--- config.mk ---
export PLATFORM = sky130hd
export DESIGN_NAME = present80_decrypt_core
export DESIGN_NICKNAME = d
export VERILOG_FILES = /design/src/rtl/present_pkg.sv /design/src/rtl/present_inv_sbox_layer.sv /design/src/rtl/present80_decrypt_core.sv
export SDC_FILE = /design/constraint.sdc
export NUM_CORES = 1
export LEC_CHECK = 0
export ABC_CLOCK_PERIOD_IN_PS = 2700
export BUFFER_PORTS_ARGS = -buffer_cell sky130_fd_sc_hd__clkbuf_2
export CAP_MARGIN = 40
export CORE_ASPECT_RATIO = 1.4
export CORE_UTILIZATION = 40
export DETAILED_ROUTE_END_ITERATION = 10
export PLACE_DENSITY = 0.56
export SLEW_MARGIN = 30
export SYNTH_ARGS = -nofsm -noshare
export SYNTH_HDL_FRONTEND = slang
export SYNTH_SLANG_ARGS = --single-unit
export TNS_END_PERCENT = 5
--- constraint.sdc ---
create_clock -name clk -period 2.7 [get_ports clk]
set_input_delay 0.54 -clock clk [delete_from_list [all_inputs] [get_ports clk]]
set_output_delay 0.54 -clock clk [all_outputs]
set_load 0.005 [all_outputs]
--- src/rtl/present_pkg.sv ---
// rtl/present_pkg.sv - PRESENT-80 constants, state encoding and key/permutation helpers
package present_pkg;

   localparam int ROUNDS = 31;

   localparam logic [3:0] SBOX [16] = '{
      4'hC, 4'h5, 4'h6, 4'hB, 4'h9, 4'h0, 4'hA, 4'hD,
      4'h3, 4'hE, 4'hF, 4'h8, 4'h4, 4'h7, 4'h1, 4'h2
   };

   localparam logic [3:0] SBOX_INV [16] = '{
      4'h5, 4'hE, 4'hF, 4'h8, 4'hC, 4'h1, 4'h2, 4'hD,
      4'hB, 4'h4, 4'h6, 4'h3, 4'h0, 4'h7, 4'h9, 4'hA
   };

   typedef enum logic [2:0] {
      IDLE,
      KEXP,
      WHITEN,
      DEC,
      DONE
   } state_t;

   // Output bit i takes input bit 16*(i mod 4) + i/4; pure wiring.
   function automatic logic [63:0] inv_player(input logic [63:0] din);
      logic [63:0] dout;
      dout = '0;
      for (int i = 0; i < 64; i++) begin
         dout[i] = din[16 * (i % 4) + (i / 4)];
      end
      return dout;
   endfunction

   // Forward schedule: rotate left by 61, S-box on the top nibble, counter into K[19:15].
   function automatic logic [79:0] key_update_fwd(input logic [79:0] k, input logic [4:0] rc);
      logic [79:0] r;
      r = {k[18:0], k[79:19]};
      r[79:76] = SBOX[r[79:76]];
      r[19:15] = r[19:15] ^ rc;
      return r;
   endfunction

   // Exact inverse of key_update_fwd for the same counter value.
   function automatic logic [79:0] key_update_inv(input logic [79:0] k, input logic [4:0] rc);
      logic [79:0] r;
      r = k;
      r[19:15] = r[19:15] ^ rc;
      r[79:76] = SBOX_INV[r[79:76]];
      return {r[60:0], r[79:61]};
   endfunction

endpackage

--- src/rtl/present_inv_sbox_layer.sv ---
// rtl/present_inv_sbox_layer.sv - 16 parallel PRESENT inverse S-box lookups
module present_inv_sbox_layer
   import present_pkg::*;
(
   input  logic [63:0] data_i,
   output logic [63:0] data_o
);

   // Each nibble is substituted independently.
   always_comb begin
      data_o = '0;
      for (int n = 0; n < 16; n++) begin
         data_o[4 * n +: 4] = SBOX_INV[data_i[4 * n +: 4]];
      end
   end

endmodule

--- src/rtl/present80_decrypt_core.sv ---
// rtl/present80_decrypt_core.sv - iterative PRESENT-80 decryption, one round per clock
module present80_decrypt_core
   import present_pkg::*;
#(
   parameter int ROUNDS = present_pkg::ROUNDS
) (
   input  logic        clk,
   input  logic        rst_n,
   input  logic        start,
   input  logic [79:0] key,
   input  logic [63:0] ciphertext,
   output logic        busy,
   output logic        done,
   output logic [63:0] plaintext
);

   localparam logic [4:0] RC_LAST = 5'(ROUNDS);

   state_t      state_q;
   state_t      state_d;
   logic [79:0] key_q;
   logic [63:0] data_q;
   logic [4:0]  rc_q;
   logic [63:0] plaintext_q;

   logic [79:0] key_prev;
   logic [63:0] invp_out;
   logic [63:0] invs_out;
   logic [63:0] round_res;

   // Round datapath: inverse key step runs beside InvP -> InvS -> XOR.
   always_comb begin
      key_prev  = key_update_inv(key_q, rc_q);
      invp_out  = inv_player(data_q);
      round_res = invs_out ^ key_prev[79:16];
   end

   present_inv_sbox_layer u_inv_sbox (
      .data_i (invp_out),
      .data_o (invs_out)
   );

   // FSM state register.
   always_ff @(posedge clk or negedge rst_n) begin
      if (!rst_n) begin
         state_q <= IDLE;
      end else begin
         state_q <= state_d;
      end
   end

   // FSM next-state: key expansion, whitening, then the inverse rounds.
   always_comb begin
      state_d = state_q;
      case (state_q)
         IDLE:    if (start) state_d = KEXP;
         KEXP:    if (rc_q == RC_LAST) state_d = WHITEN;
         WHITEN:  state_d = DEC;
         DEC:     if (rc_q == 5'd1) state_d = DONE;
         DONE:    state_d = IDLE;
         default: state_d = IDLE;
      endcase
   end

   // FSM outputs.
   always_comb begin
      busy = (state_q != IDLE);
      done = (state_q == DONE);
   end

   // Key register, cipher state, round counter and result register.
   always_ff @(posedge clk or negedge rst_n) begin
      if (!rst_n) begin
         key_q       <= '0;
         data_q      <= '0;
         rc_q        <= '0;
         plaintext_q <= '0;
      end else begin
         case (state_q)
            IDLE: begin
               if (start) begin
                  key_q  <= key;
                  data_q <= ciphertext;
                  rc_q   <= 5'd1;
               end
            end
            KEXP: begin
               key_q <= key_update_fwd(key_q, rc_q);
               // Counter parks at the last round so DEC starts from it.
               rc_q  <= (rc_q == RC_LAST) ? RC_LAST : rc_q + 5'd1;
            end
            WHITEN: begin
               data_q <= data_q ^ key_q[79:16];
            end
            DEC: begin
               key_q  <= key_prev;
               data_q <= round_res;
               rc_q   <= rc_q - 5'd1;
               if (rc_q == 5'd1) begin
                  plaintext_q <= round_res;
               end
            end
            default: begin
            end
         endcase
      end
   end

   assign plaintext = plaintext_q;

endmodule
Word level (Yosys, flattened, before mapping)
Memories as Yosys holds them, arrays and structs flattened.
Index checks and enable logic that the tools add are counted.
- equality and inequality tests: 9
- add/subtract/negate cells: 2
- magnitude comparators: 18
- multiplexer cells: 47
- reduce and logical (&&, ||, !) cells: 8
- bitwise gates (word level): 22
- operators with widths (kind ; count):
    one-hot mux 80 bit (3 select lines) ; 1
    one-hot mux 64 bit (3 select lines) ; 1
    two-way mux 4 bit ; 36
    bitwise XOR 64 bit ; 2
    >= comparator 5 bit (second input constant) ; 18
    NOT 4 -> 5 bit ; 18
    two-way mux 80 bit ; 1
    two-way mux 64 bit ; 1
    one-hot mux 5 bit (3 select lines) ; 1
    one-hot mux 3 bit (4 select lines) ; 1
    two-way mux 5 bit ; 2
    bitwise XOR 5 bit ; 2
    two-way mux 3 bit ; 3
    nonzero test 3 bit ; 3
    equality test 3 x 2 -> 1 bit (second input constant) ; 2
    inequality test 2 bit (second input constant) ; 3
    AND reduction 2 bit ; 3
    adder 5 x 1 -> 5 bit (second input constant) ; 1
    equality test 5 x 1 -> 1 bit (second input constant) ; 1
    equality test 5 bit (second input constant) ; 1
    subtractor 5 x 1 -> 5 bit (second input constant) ; 1
    equality test 3 x 1 -> 1 bit (second input constant) ; 1
    equality test 3 bit (second input constant) ; 1
    logical NOT 3 bit ; 1
    AND reduction 3 bit ; 1
- input bits: 147
- ROM bits: 1152
- output and inout bits: 66
- memories kept: 18
- logic and storage cells: 129
- flip-flop bits (word level): 216
- memories (name ; depth ; bits a word ; rd ports ; clocked after Yosys merged registers in ; write ports ; RTL line ; text):
    (no name shown) ; 16 ; 4 ; 1 ; 0 ; 0 ; present_inv_sbox_layer.sv:13 ; data_o[4 * n +: 4] = SBOX_INV[data_i[4 * n +: 4]];
    (no name shown) ; 16 ; 4 ; 1 ; 0 ; 0 ; present_inv_sbox_layer.sv:13 ;
    (no name shown) ; 16 ; 4 ; 1 ; 0 ; 0 ; present_inv_sbox_layer.sv:13 ;
    (no name shown) ; 16 ; 4 ; 1 ; 0 ; 0 ; present_inv_sbox_layer.sv:13 ;
    (no name shown) ; 16 ; 4 ; 1 ; 0 ; 0 ; present_inv_sbox_layer.sv:13 ;
    (no name shown) ; 16 ; 4 ; 1 ; 0 ; 0 ; present_inv_sbox_layer.sv:13 ;
    12 more memories ; -- ; -- ; -- ; -- ; -- ; -- ;

Longest topological paths before layout
- depth after elaboration: 6
- gate-level depth with buffers: 9

By module
A second synthesis with hierarchy kept.
- cell total of the unflattened synthesis: 1684
- area total of the unflattened synthesis: 15288.4 um2
- by module, submodules not included (module ; area each (um2) ; times used ; cells an instance):
    present80_decrypt_core ; 12096.6 ; 1 ; 1280
    present_inv_sbox_layer ; 3191.8 ; 1 ; 404

Worst setup path before layout
OpenSTA, ideal clock, no wires.
- path type: register to register
- start: reg data_q[14]
- end: reg data_q[59]
- library setup time: 0.126 ns
- period minus slack after synthesis: 1.936 ns
- cell stages (with the launch flop): 6
- path buffers: 0
- arrival time: 1.811 ns
- path slack: 0.764 ns
- path through: dfrtp_1 > inv_1 > ha_1 > mux4_2 > xnor2_1 > a221o_1
- longest elaborated chain between the ends: 6
- ends and longest elaborated chain (what ; RTL line ; text):
    start: declaration ; present80_decrypt_core.sv:22 ; logic [63:0] data_q;
    start signal: assignment ; present80_decrypt_core.sv:83 ; data_q <= ciphertext;
    start signal: assignment ; present80_decrypt_core.sv:93 ; data_q <= data_q ^ key_q[79:16];
    start signal: assignment ; present80_decrypt_core.sv:97 ; data_q <= round_res;
    NOT 4 -> 5 bit (not written as such) ; present_inv_sbox_layer.sv:13 ;
    memory (16 x 4 bit) ; -- ;
    two-way mux 4 bit (not written as such) (2 in a row) ; present_inv_sbox_layer.sv:13 ;
    bitwise XOR 64 bit ; present80_decrypt_core.sv:35 ; round_res = invs_out ^ key_prev[79:16];
    one-hot mux 64 bit (3 select lines) ; present80_decrypt_core.sv:79 ; case (state_q)
Every way passes these cells. The select of a mux whose other input is x is not followed.
A chain may end at the register's enable or synchronous reset.

Worst setup path after layout
- start: reg state_q[1]
- end: out done
- longest elaborated chain between the ends: 1
- ends and longest elaborated chain (what ; RTL line ; text):
    start: declaration ; present80_decrypt_core.sv:19 ; state_t state_q;
    start signal: assignment ; present80_decrypt_core.sv:48 ; state_q <= state_d;
    equality test 3 bit ; present80_decrypt_core.sv:68 ; done = (state_q == DONE);
    end: declaration ; present80_decrypt_core.sv:13 ; output logic done,
Every way passes these cells.

==> impl_metrics.json <==
{
  "antenna_found_initial": 0,
  "status": "finished with violations",
  "synthCells": 1659,
  "fillers": 3527,
  "cts_tree": "yes",
  "r2r_cells": 6,
  "worstPathRequired_ns": 2.16,
  "synthArstFlopShare": 1.00,
  "core-area_um2": 36900,
  "drive_gt1_frac": 0.192,
  "finish.utilization": 0.471,
  "hold_viol_final": 0,
  "critPathMaxStageDelay_ns": 0.59,
  "wl_met3_um": 3430,
  "setup_viol": 0,
  "worst_pin_slew_ns": 0.729,
  "met2WireLength_um": 26800,
  "area_growth_pct": 15.5,
  "power_leakage_nw": 7.91,
  "synthFlopType": "dfrtp_1",
  "hp-class": "input port to flip-flop",
  "io_pins": 213,
  "layout_commonest_cell": "o21ai_0",
  "crit_type": "flip-flop to primary output",
  "diodes": 0,
  "r2r_start": "state_q[1]",
  "crit_slowest_cell": "dfrtp_4",
  "hold_end": "data_q[27]",
  "power.share.clock": 0.126,
  "post-route-period-util": 0.907,
  "slew_headroom": 0.510,
  "dieWidth_um": 166,
  "end_kind": "primary output",
  "skew_ns": 0.0161,
  "insertion_delay_ns": 0.55,
  "clockBufferDepth": 3,
  "io_buffers": 212,
  "drtAntennaViolNets": 0,
  "drc": 12,
  "startpoint_type": "flip-flop",
  "grt-ovfl-total": 0,
  "place.gp.congestion": 0.958,
  "first_pass_iters": 8,
  "period_minus_slack_ns": 2.45,
  "drt-initial-drc-count": 1168,
  "routedWlPerCell_um": 24.4,
  "die_area_um2": 38400,
  "hold_depth": 3,
  "syn_area_um2": 15000,
  "clk_pin_slew_worst_paths_ns": 0.06,
  "dpl.hpwl_um": 42200,
  "routed.top_layer": "met4",
  "r2r_setup_slack_ns": 0.46,
  "cts_root_buf": "clkbuf_16",
  "num_rows": 83,
  "p_comb_frac": 0.559,
  "violations": "DRC",
  "cts_inserted_buffers": 25,
  "p_seq_frac": 0.315,
  "die_h_um": 231,
  "setup-tns-final_ns": 0,
  "cap_viol_max_count": 0,
  "synth.avg_cell_area_um2": 9.07,
  "ir_drop_v": 0.000629,
  "initial_core_util": 0.408,
  "synth_cell_type_count": 54,
  "wl_um": 56100,
  "crit-reg2reg-capture": "data_q[26]",
  "dr_total_vias": 13500,
  "wl_met1_um": 22600,
  "grt_pass1_wl_um": 83400,
  "grt_max_degree": 85,
  "via_per_inst": 5.85,
  "path_cells": "inv_1 -> and3_1 -> clkbuf_2",
  "rsz0062_at_grt": "no",
  "drv_slew": 0,
  "p_sw_w": 0.0132,
  "cp.arrival_ns": 1.91,
  "power.density_nw_per_um2": 1500,
  "ys_warn_count": 0,
  "p_int_w": 0.0130,
  "numClockSinks": 216,
  "max_freq_mhz": 409,
  "p_sw_frac": 0.504,
  "ys_seq_area_frac": 0.359,
  "track_usage": 0.291,
  "syn_nets": 1925,
  "path_max_fanout": 20,
  "grt_pass1_vias": 13100,
  "hp-start": "ciphertext[27]",
  "cts_resized": 0,
  "synth_edf_count": 0,
  "htree_levels": 1,
  "layout_common_cells": "228 x o21ai_0, 215 x dfrtp_1, 211 x clkbuf_2",
  "nNetsFinal": 2082,
  "ys_ff_latch": 216
}
cells by family (layout without fill, tap and decap cells):
family          count (synthesis)  count (layout)  synth area share
compound gates                573             573             0.229
simple gates                  327             327            0.0943
flops                         216             216             0.359
buf+inv                       205             378            0.0573
mux                           132             132             0.110
fa+ha+maj                     119             119            0.0990
xor+xnor                       87              87            0.0507
layout make-up:
| cell class | count | area [um^2] | share of cell area |
|---|---|---|---|
| well taps | 467 | 584 | 0.0336 |
| flip-flops and latches | 216 | 5410 | 0.311 |
| repair buffers | 257 | 1510 | 0.0870 |
| multi-input cells | 1238 | 8810 | 0.507 |
| clock inverters | 3 | 18.8 | 0.00108 |
| inverters | 78 | 293 | 0.0169 |
| clock buffers | 40 | 742 | 0.0427 |
registers in the layout, summed over array words and instances, names as in the netlist:
name	flops
data_q	64
key_q	80
plaintext	64
rc_q	5
state_q	3
power by group through the flow:
stage	logic (W)	clock network [W]	registers, W
after floorplan	0.0107	0	0.00624
after CTS	0.0146	0.00334	0.00815
after global placement	0.0141	0	0.00816
after global routing	0.0160	0.00345	0.00841
final	0.0146	0.00329	0.00824
after detailed placement	0.0145	0	0.00820
per-stage QoR:
stage	std cells	instance area, um^2	worst slack (ns)	hold slack [ns]	power, W
final	2299	17400	0.252	0.227	0.0261
after global routing	2299	17400	0.243	0.227	0.0279
after CTS	2299	17400	0.287	0.214	0.0260
after detailed placement	2255	16600	0.479	0.470	0.0227
after global placement	2255	16600	0.515	0.466	0.0223
after floorplan	1659	15000	0.764	0.244	0.0169
critical path, delay by kind of cell (launching register included):
family	cells	cell delay, ns
AND/OR/NAND/NOR	1	0.29
buffers and inverters	2	0.47
flip-flops	1	0.59
metal layers:
metal  GRT usage  vias up
met3      0.0321      133
met4       0.157        0
met2       0.489      515
met1       0.367     6598
met5           0        -
li1            -     6208
worst max path at each step:
stage                     startpoint    endpoint  cells after the start
after floorplan           data_q[14]  data_q[59]                      5
after global placement    data_q[26]  data_q[41]                      5
after detailed placement  data_q[26]  data_q[41]                      5
after CTS                 state_q[1]        done                      3
after global routing      state_q[1]        done                      3
final                     state_q[1]        done                      3
cell usage after synthesis (2+ instances only):
master       n  area share
o311a_1      3      0.0020
o21ai_1      7      0.0023
dfrtp_1    216        0.36
nor2b_1     13      0.0054
and3_1      14      0.0058
o21ai_0    228       0.076
buf_1        7      0.0017
buf_2       50       0.017
o21a_1      13      0.0065
clkbuf_1    62       0.015
o211ai_1     4      0.0020
a31oi_1      2     0.00083
nand3_1      3      0.0010
nor3b_1      8      0.0040
a21o_1       3      0.0015
a32o_1      21       0.014
o22ai_1      3      0.0012
a22oi_1      8      0.0040
nor4_1       3      0.0012
nor3_1      12      0.0040
ha_1       119       0.099
a21oi_1    172       0.057
a221o_1     21       0.014
xor2_1      40       0.023
mux2_1       4      0.0030
inv_1       76       0.019
o2bb2ai_1    2      0.0012
nor2_1     113       0.028
a2bb2oi_1    6      0.0035
mux4_2      24       0.036
mux2_2      24       0.018
nand2b_1    12      0.0050
a221oi_1    30       0.017
xnor2_1     47       0.027
mux2i_1     80       0.053
nand2_1    144       0.036
a211oi_1    41       0.020
buf_4        8      0.0040
what timing repair did:
item / 4_1_cts / 5_1_grt
hold buffers: 1 / 0
setup buffers: 0 / 0
hold endpoints to repair: 48 / 0
Power figures use the tool's default switching activity.
